<file path="src/rtl/lsu_mem_ctrl.sv">
`default_nettype none
// ============================================================================
//  Module      : lsu_mem_ctrl
//  Description : MEM-stage load/store controller in front of a word-wide
//                data_memory. Extracts and extends load lanes, performs
//                sub-word stores as a two-cycle read-modify-write with a
//                pipeline stall, and suppresses misaligned requests while
//                flagging them with a registered one-cycle pulse.
//  Revision    : 1.0 - initial release
// ============================================================================
module lsu_mem_ctrl #(
   parameter int ADDR_W = 10
) (
   input  logic        clk,
   input  logic        rst_n,
   input  logic        req_valid,
   input  logic        req_we,
   input  logic [2:0]  req_funct3,
   input  logic [31:0] req_addr,
   input  logic [31:0] req_wdata,
   output logic        stall,
   output logic [31:0] load_data,
   output logic        misalign,
   output logic        mem_we,
   output logic [31:0] mem_addr,
   output logic [31:0] mem_wd,
   input  logic [31:0] mem_rd
);

   typedef enum logic [0:0] {
      IDLE   = 1'b0,
      MRG_WR = 1'b1
   } state_t;

   localparam logic [2:0] F3_B  = 3'b000;
   localparam logic [2:0] F3_H  = 3'b001;
   localparam logic [2:0] F3_W  = 3'b010;
   localparam logic [2:0] F3_BU = 3'b100;
   localparam logic [2:0] F3_HU = 3'b101;

   state_t            state;
   state_t            state_nxt;
   logic [ADDR_W-1:0] lat_idx;
   logic [31:0]       merge_word;

   logic              is_b, is_h, is_w, is_bu, is_hu;
   logic              legal;
   logic              bad_align;
   logic              accept;
   logic              sub_store;
   logic              misalign_nxt;
   logic [ADDR_W-1:0] word_idx;
   logic [7:0]        byte_val;
   logic [15:0]       half_val;
   logic [31:0]       ext_data;
   logic [31:0]       merged;
   logic              unused_addr;

   assign is_b  = (req_funct3 == F3_B);
   assign is_h  = (req_funct3 == F3_H);
   assign is_w  = (req_funct3 == F3_W);
   assign is_bu = (req_funct3 == F3_BU);
   assign is_hu = (req_funct3 == F3_HU);

   // Unsigned load widths have no store counterpart, so they are illegal with we=1.
   assign legal     = is_b | is_h | is_w | (~req_we & (is_bu | is_hu));
   assign bad_align = ((is_h | is_hu) & req_addr[0]) |
                      (is_w & (req_addr[1:0] != 2'b00));

   // A request is acted upon only in IDLE, out of reset, legal and aligned.
   assign accept    = rst_n & req_valid & legal & ~bad_align & (state == IDLE);
   assign sub_store = accept & req_we & (is_b | is_h);

   // Illegal funct3 is a silent no-op; only legal-but-misaligned raises the flag.
   assign misalign_nxt = req_valid & legal & bad_align & (state == IDLE);

   // Upper address bits beyond the word index are deliberately ignored.
   assign word_idx    = req_addr[ADDR_W+1:2];
   assign unused_addr = ^req_addr[31:ADDR_W+2];

   // Select the addressed byte and halfword lanes of the read word.
   always_comb begin
      byte_val = mem_rd[7:0];
      case (req_addr[1:0])
         2'd0:    byte_val = mem_rd[7:0];
         2'd1:    byte_val = mem_rd[15:8];
         2'd2:    byte_val = mem_rd[23:16];
         default: byte_val = mem_rd[31:24];
      endcase
      half_val = req_addr[1] ? mem_rd[31:16] : mem_rd[15:0];
   end

   // Sign- or zero-extend the selected lane according to the load type.
   always_comb begin
      ext_data = mem_rd;
      case (req_funct3)
         F3_B:    ext_data = {{24{byte_val[7]}}, byte_val};
         F3_H:    ext_data = {{16{half_val[15]}}, half_val};
         F3_BU:   ext_data = {24'h0, byte_val};
         F3_HU:   ext_data = {16'h0, half_val};
         default: ext_data = mem_rd;
      endcase
   end

   // Build the store-merged word: current memory word with one lane replaced.
   always_comb begin
      merged = mem_rd;
      if (is_b) begin
         merged[{req_addr[1:0], 3'b000} +: 8] = req_wdata[7:0];
      end else begin
         merged[{req_addr[1], 4'b0000} +: 16] = req_wdata[15:0];
      end
   end

   // Next-state and memory-side outputs; reset forces the side-effecting outputs off.
   always_comb begin
      state_nxt = state;
      mem_we    = 1'b0;
      stall     = 1'b0;
      load_data = 32'h0;
      mem_addr  = {{(32-ADDR_W){1'b0}}, word_idx};
      mem_wd    = req_wdata;
      case (state)
         IDLE: begin
            if (accept) begin
               if (!req_we) begin
                  load_data = ext_data;
               end else if (is_w) begin
                  mem_we = 1'b1;
               end else begin
                  stall     = 1'b1;
                  state_nxt = MRG_WR;
               end
            end
         end
         MRG_WR: begin
            mem_we    = 1'b1;
            mem_addr  = {{(32-ADDR_W){1'b0}}, lat_idx};
            mem_wd    = merge_word;
            state_nxt = IDLE;
         end
         default: state_nxt = IDLE;
      endcase
      if (!rst_n) begin
         mem_we    = 1'b0;
         stall     = 1'b0;
         load_data = 32'h0;
      end
   end

   // State register, misalign pulse and read-modify-write capture.
   always_ff @(posedge clk) begin
      if (!rst_n) begin
         state      <= IDLE;
         misalign   <= 1'b0;
         lat_idx    <= '0;
         merge_word <= 32'h0;
      end else begin
         state    <= state_nxt;
         misalign <= misalign_nxt;
         if (sub_store) begin
            lat_idx    <= word_idx;
            merge_word <= merged;
         end
      end
   end

endmodule
`default_nettype wire

</file>
<file path="config.mk">
export PLATFORM = sky130hd
export DESIGN_NAME = lsu_mem_ctrl
export DESIGN_NICKNAME = d
export VERILOG_FILES = /design/src/rtl/lsu_mem_ctrl.sv
export SDC_FILE = /design/constraint.sdc
export NUM_CORES = 1
export LEC_CHECK = 0
export CORE_ASPECT_RATIO = 1.75
export CORE_UTILIZATION = 40
export CTS_BUF_LIST = sky130_fd_sc_hd__clkbuf_8 sky130_fd_sc_hd__clkbuf_16
export CTS_CLUSTER_SIZE = 25
export DETAILED_ROUTE_END_ITERATION = 12
export MAX_ROUTING_LAYER = met4
export PLACE_DENSITY = 0.82
export SLEW_MARGIN = 20
export SYNTH_ARGS = -nofsm -noshare
export SYNTH_HDL_FRONTEND = slang
export SYNTH_SLANG_ARGS = --single-unit
</file>
<file path="constraint.sdc">
create_clock -name clk -period 4.4 [get_ports clk]
set_clock_uncertainty 0.15 [all_clocks]
set_input_delay 0.88 -clock clk [delete_from_list [all_inputs] [get_ports clk]]
set_output_delay 0.88 -clock clk [all_outputs]
set_load 0.05 [all_outputs]
</file>
After elaboration in Yosys (flattened, before gate mapping)
Index checks and enable logic that the tools add are counted.
Storage, ports and cells
  register bits after elaboration: 44
  latch bits: 0
  memory bits (writable): 0
  memory bits (read-only): 0
  input bits: 103
  output and inout port bits: 99
  logic and storage cells: 63
  memories: 0
Operators by class
  add/sub/neg operators: 2
  multiply operators: 0
  div/mod/pow operators: 0
  order comparisons: 0
  equality and inequality tests: 6
  shifts and indexed selects: 4
  muxes and demuxes: 23
  bitwise operators: 21
  reduce and logical (&&, ||, !) cells: 3
Operators by type and width (count)
  $mux W32: 6
  $pmux W32 S4: 1
  $bwmux W32: 2
  $shift A16 B7 Y32 const A: 1
  $shift A8 B7 Y32 const A: 1
  $shiftx A16 B7 Y32: 1
  $shiftx A8 B7 Y32: 1
  $pmux W8 S3: 1
  $mux W16: 1
  $neg A5 Y7: 2
  $and A1 B1 Y1: 12
  $mux W10: 1
  $mux W1: 9
  $eq A3 B3 Y1 const B: 2
  $or A1 B1 Y1: 6
  $pmux W1 S2: 2
  $eq A3 B1 Y1 const B: 1
  $eq A3 B2 Y1 const B: 1
  $logic_not A3 Y1: 1
  $not A1 Y1: 3
  $eq A2 B1 Y1 const B: 1
  $eq A2 B2 Y1 const B: 1
  $logic_not A2 Y1: 1
  $reduce_bool A2 Y1: 1

Depth between registers and ports, before layout
Gate-level depths: netlist of the first run.
  depth after elaboration: 10
  mapped depth: 10
  mapped depth without buffers: 7

Least setup slack after synthesis of the first run
Ideal clock, no wire load.
  path kind: in2out
  start point: input port req_addr[1]
  end point: output port load_data[14]
  arrival time: 3.656 ns
  data required time: 3.370 ns
  path slack: -0.286 ns
  stages: 9
  buffers on the path: 3
  cells stage by stage: clkbuf_1 > clkinv_1 > ha_1 > clkbuf_1 > a22oi_1 > a2111o_1 > and2_1 > clkbuf_1 > a221oi_1
Between the ends
  cells in the longest elaborated chain, start to end: 9
  elaborated cells on any way between the ends: 16
  those cells by class: 2 x eq/ne; 7 x mux; 5 x bitwise; 2 x reduce/logical
RTL lines
  start, declared: RTL line 19  | input logic [31:0] req_addr,
  parallel branches: the longest is 6 deep, another holds $pmux W32 S4
  $mux W32 (*): RTL line 125  | if (accept) begin
  $mux W32 (*): RTL line 123  | case (state)
  $mux W32 (*): RTL line 144  | if (!rst_n) begin
  end, declared: RTL line 22  | output logic [31:0] load_data,
Mark *: on every way between the ends.

Final worst setup path of the first run
  start point: input port req_addr[1]
  end point: output port load_data[19]
The elaborated chain is that of the path after synthesis.

==> results_dict.tcl, run 1 <==
set metrics [dict create \
    die_h_um 129 \
    clockBufferDepth 2 \
    synth_top_family_by_area "compound AO/OA/AOI/OAI gates" \
    ys_seq_area_share_pct 23.8 \
    rr_worst_depth 5 \
    synth_cell_types 50 \
    yosys_warnings 0 \
    min_path_type "flip-flop to flip-flop" \
    syn_avg_cell_area_um2 8.14 \
    gp_congestion 0.933 \
    instances_no_fill 717 \
    period_minus_slack_ns 4.30 \
    path_clk_slew_ns 0.06 \
    antenna_found_initial 0 \
    nets 705 \
    grt_max_degree 60 \
    required_ns 3.37 \
    cts_buffers 5 \
    vias_per_cell 5.84 \
    finalPower_mw 1.24 \
    routed_wl_mm 13.8 \
    die-area_um2 9660 \
    crit_chain "clkdlybuf4s50_1 > clkinv_1 > ha_2 > nor4b_2 > or4b_1 > a31o_1 > buf_12 > a21oi_1 > buf_4" \
    synth_compound_area_share_pct 33.2 \
    port_buffers 159 \
    drtIter0Drc 256 \
    hold_violations 0 \
    first_pass_iters 6 \
    post_cts_buffers 0 \
    relSlewSlack_pct 27.9 \
    drive_gt1_share_pct 21.6 \
    synth_ff_type "dfxtp_1" \
    cts_resized 0 \
    post-route-period-util_pct 97.7 \
    syn_inst 455 \
    die_width_um 74.7 \
    ir_worst_vdd_mv 0.272 \
    synth-xor-area-share_pct 0 \
    syn-cell-area_um2 3700 \
    synthMuxAreaShare_pct 17.7 \
    yosys.area_share.simple_pct 12.2 \
    synth_fa_ha_area_share_pct 1.69 \
    mostFrequentLayoutCell "clkdlybuf4s50_1" \
    area_growth_pct 46.3 \
    diodes 0 \
    synthArstFlopShare_pct 0 \
    core_um2 9040 \
    worst_slack_ns 0.102 \
    cp-start-kind "input port" \
    dp_hpwl_mm 10.7 \
    slowest_stage "or4b_1" \
    synth-seq-cells 44 \
    grt_pass1_wl_mm 20.6 \
    final_cell_mix "clkdlybuf4s50_1, buf_4, nand2_1" \
    clock-sinks 44 \
    power_density_nw_per_um2 228 \
    synth_edf_count 0 \
    slew_viol_final 0 \
    via_count 4189 \
    worstSkewPairLatency_ns 0.29 \
    grt_pass1_vias 3977 \
    tritoncts "yes" \
    cts-root-buf "clkbuf_16" \
    start_util_pct 41.0 \
    groute.usage.overall_pct 29.1 \
    endpoint_kind "output pin" \
    crit_arrival_ns 3.27 \
    drv_cap 0 \
    placementRows 46 \
    max_stage_delay_ns 0.58 \
    fmax_ghz 0.233 \
    p_leak_nw 2.14 \
    critPathMaxFanout 17 \
    holdPathStages 2 \
    rsz0062_at_grt "no" \
    gr-total-overflow 0 \
    drcViolationCount 0 \
    htree_levels 2 \
    whs_ns 0.299 \
    setup_viol 0 \
    status "completed" \
    cts_hold_buf 0 \
    final_core_util_pct 59.9 \
    wl_per_cell_um 19.2 \
    ant_nets 0 \
    max_slew.worst_pin.slew_ns 1.08 \
    path_class "input port to output pin" \
    pre_cts_slack_ns 0.0621 \
    place_inst 710 \
    ios 202 \
]
-- cell type report --
type / instances / area (µm²)
fill: 809 / 3620
multi-input combinational: 349 / 2500
timing repair buffer: 182 / 1690
sequential: 44 / 882
tap: 120 / 150
clock buffer: 5 / 125
inverter: 15 / 56.3
clock inverter: 2 / 8.76
-- Yosys cell counts, drive strengths merged (2+ instances only) --
cell type / count / share of area, %
a211oi: 16 / 3.2
nand2: 52 / 5.3
or4b: 2 / 0.54
o21ai: 32 / 4.3
a21boi: 12 / 2.4
nand3b: 2 / 0.41
nor2b: 3 / 0.51
nor3: 2 / 0.27
nor2: 20 / 2.0
dfxtp: 44 / 24
o31ai: 2 / 0.54
mux2: 44 / 13
a221oi: 39 / 9.2
a31o: 17 / 4.0
or2: 2 / 0.34
buf: 38 / 6.8
clkbuf: 30 / 3.1
inv: 14 / 1.4
a31oi: 2 / 0.34
mux2i: 16 / 4.3
a21oi: 26 / 4.5
ha: 5 / 1.7
a22oi: 15 / 3.0
and2: 2 / 0.34
-- sequential cells by signal (all words and copies together) (netlist names) --
register    cells
lat_idx        10
misalign        1
merge_word     32
state           1
-- critical path, delay by kind of cell --
family	cells	cell delay, ns
adder cells (fa/ha/maj)	1	0.25
buffers and inverters	4	1.08
AO/OA/AOI/OAI	2	0.40
AND/OR/NAND/NOR	2	0.65
-- path summary, 6_finish.rpt --
| check | start | to | slack [ns] |
|---|---|---|---|
| setup / recovery | req_addr[1] | load_data[19] | 0.10 |
| hold / removal | lat_idx[9] | lat_idx[9] | 0.30 |
| setup reg to reg | state | merge_word[20] | 1.62 |
| hold reg to reg | lat_idx[9] | lat_idx[9] | 0.30 |
-- cell families after synthesis --
kind of cell / count (synthesis)
buf+inv: 83
mux: 60
simple gates: 96
fa+ha+maj: 5
compound gates: 166
flops: 44
other cells: 1
-- routing by layer --
layer / global-route usage (%) / vias to the layer above / routed length [µm]
li1: - / 1946 / -
met1: 31.4 / 1957 / 5060
met2: 49.2 / 232 / 7090
met3: 3.11 / 54 / 714
met4: 19.0 / 0 / 905
met5: - / - / 0
-- metrics by stage --
step / area [µm²] / TNS, ns
CTS: 5400 / 0
global route: 5420 / 0
global placement: 5270 / 0
floorplan: 3790 / -1.65
finish: 5420 / 0
detailed placement: 5270 / 0
-- where the power goes --
group	switching (mW)	total, mW	internal, mW
logic	0.291	0.470	0.179
registers	0.00613	0.412	0.406
clock network	0.149	0.353	0.204
No activity file was read; power rests on OpenSTA's default activity.
==> run 2: changes to the inputs <==
- SLEW_MARGIN: 20 -> not set
==> results of run 2 <==
The final DEF is identical to that of run 1; final timing and power are the same.
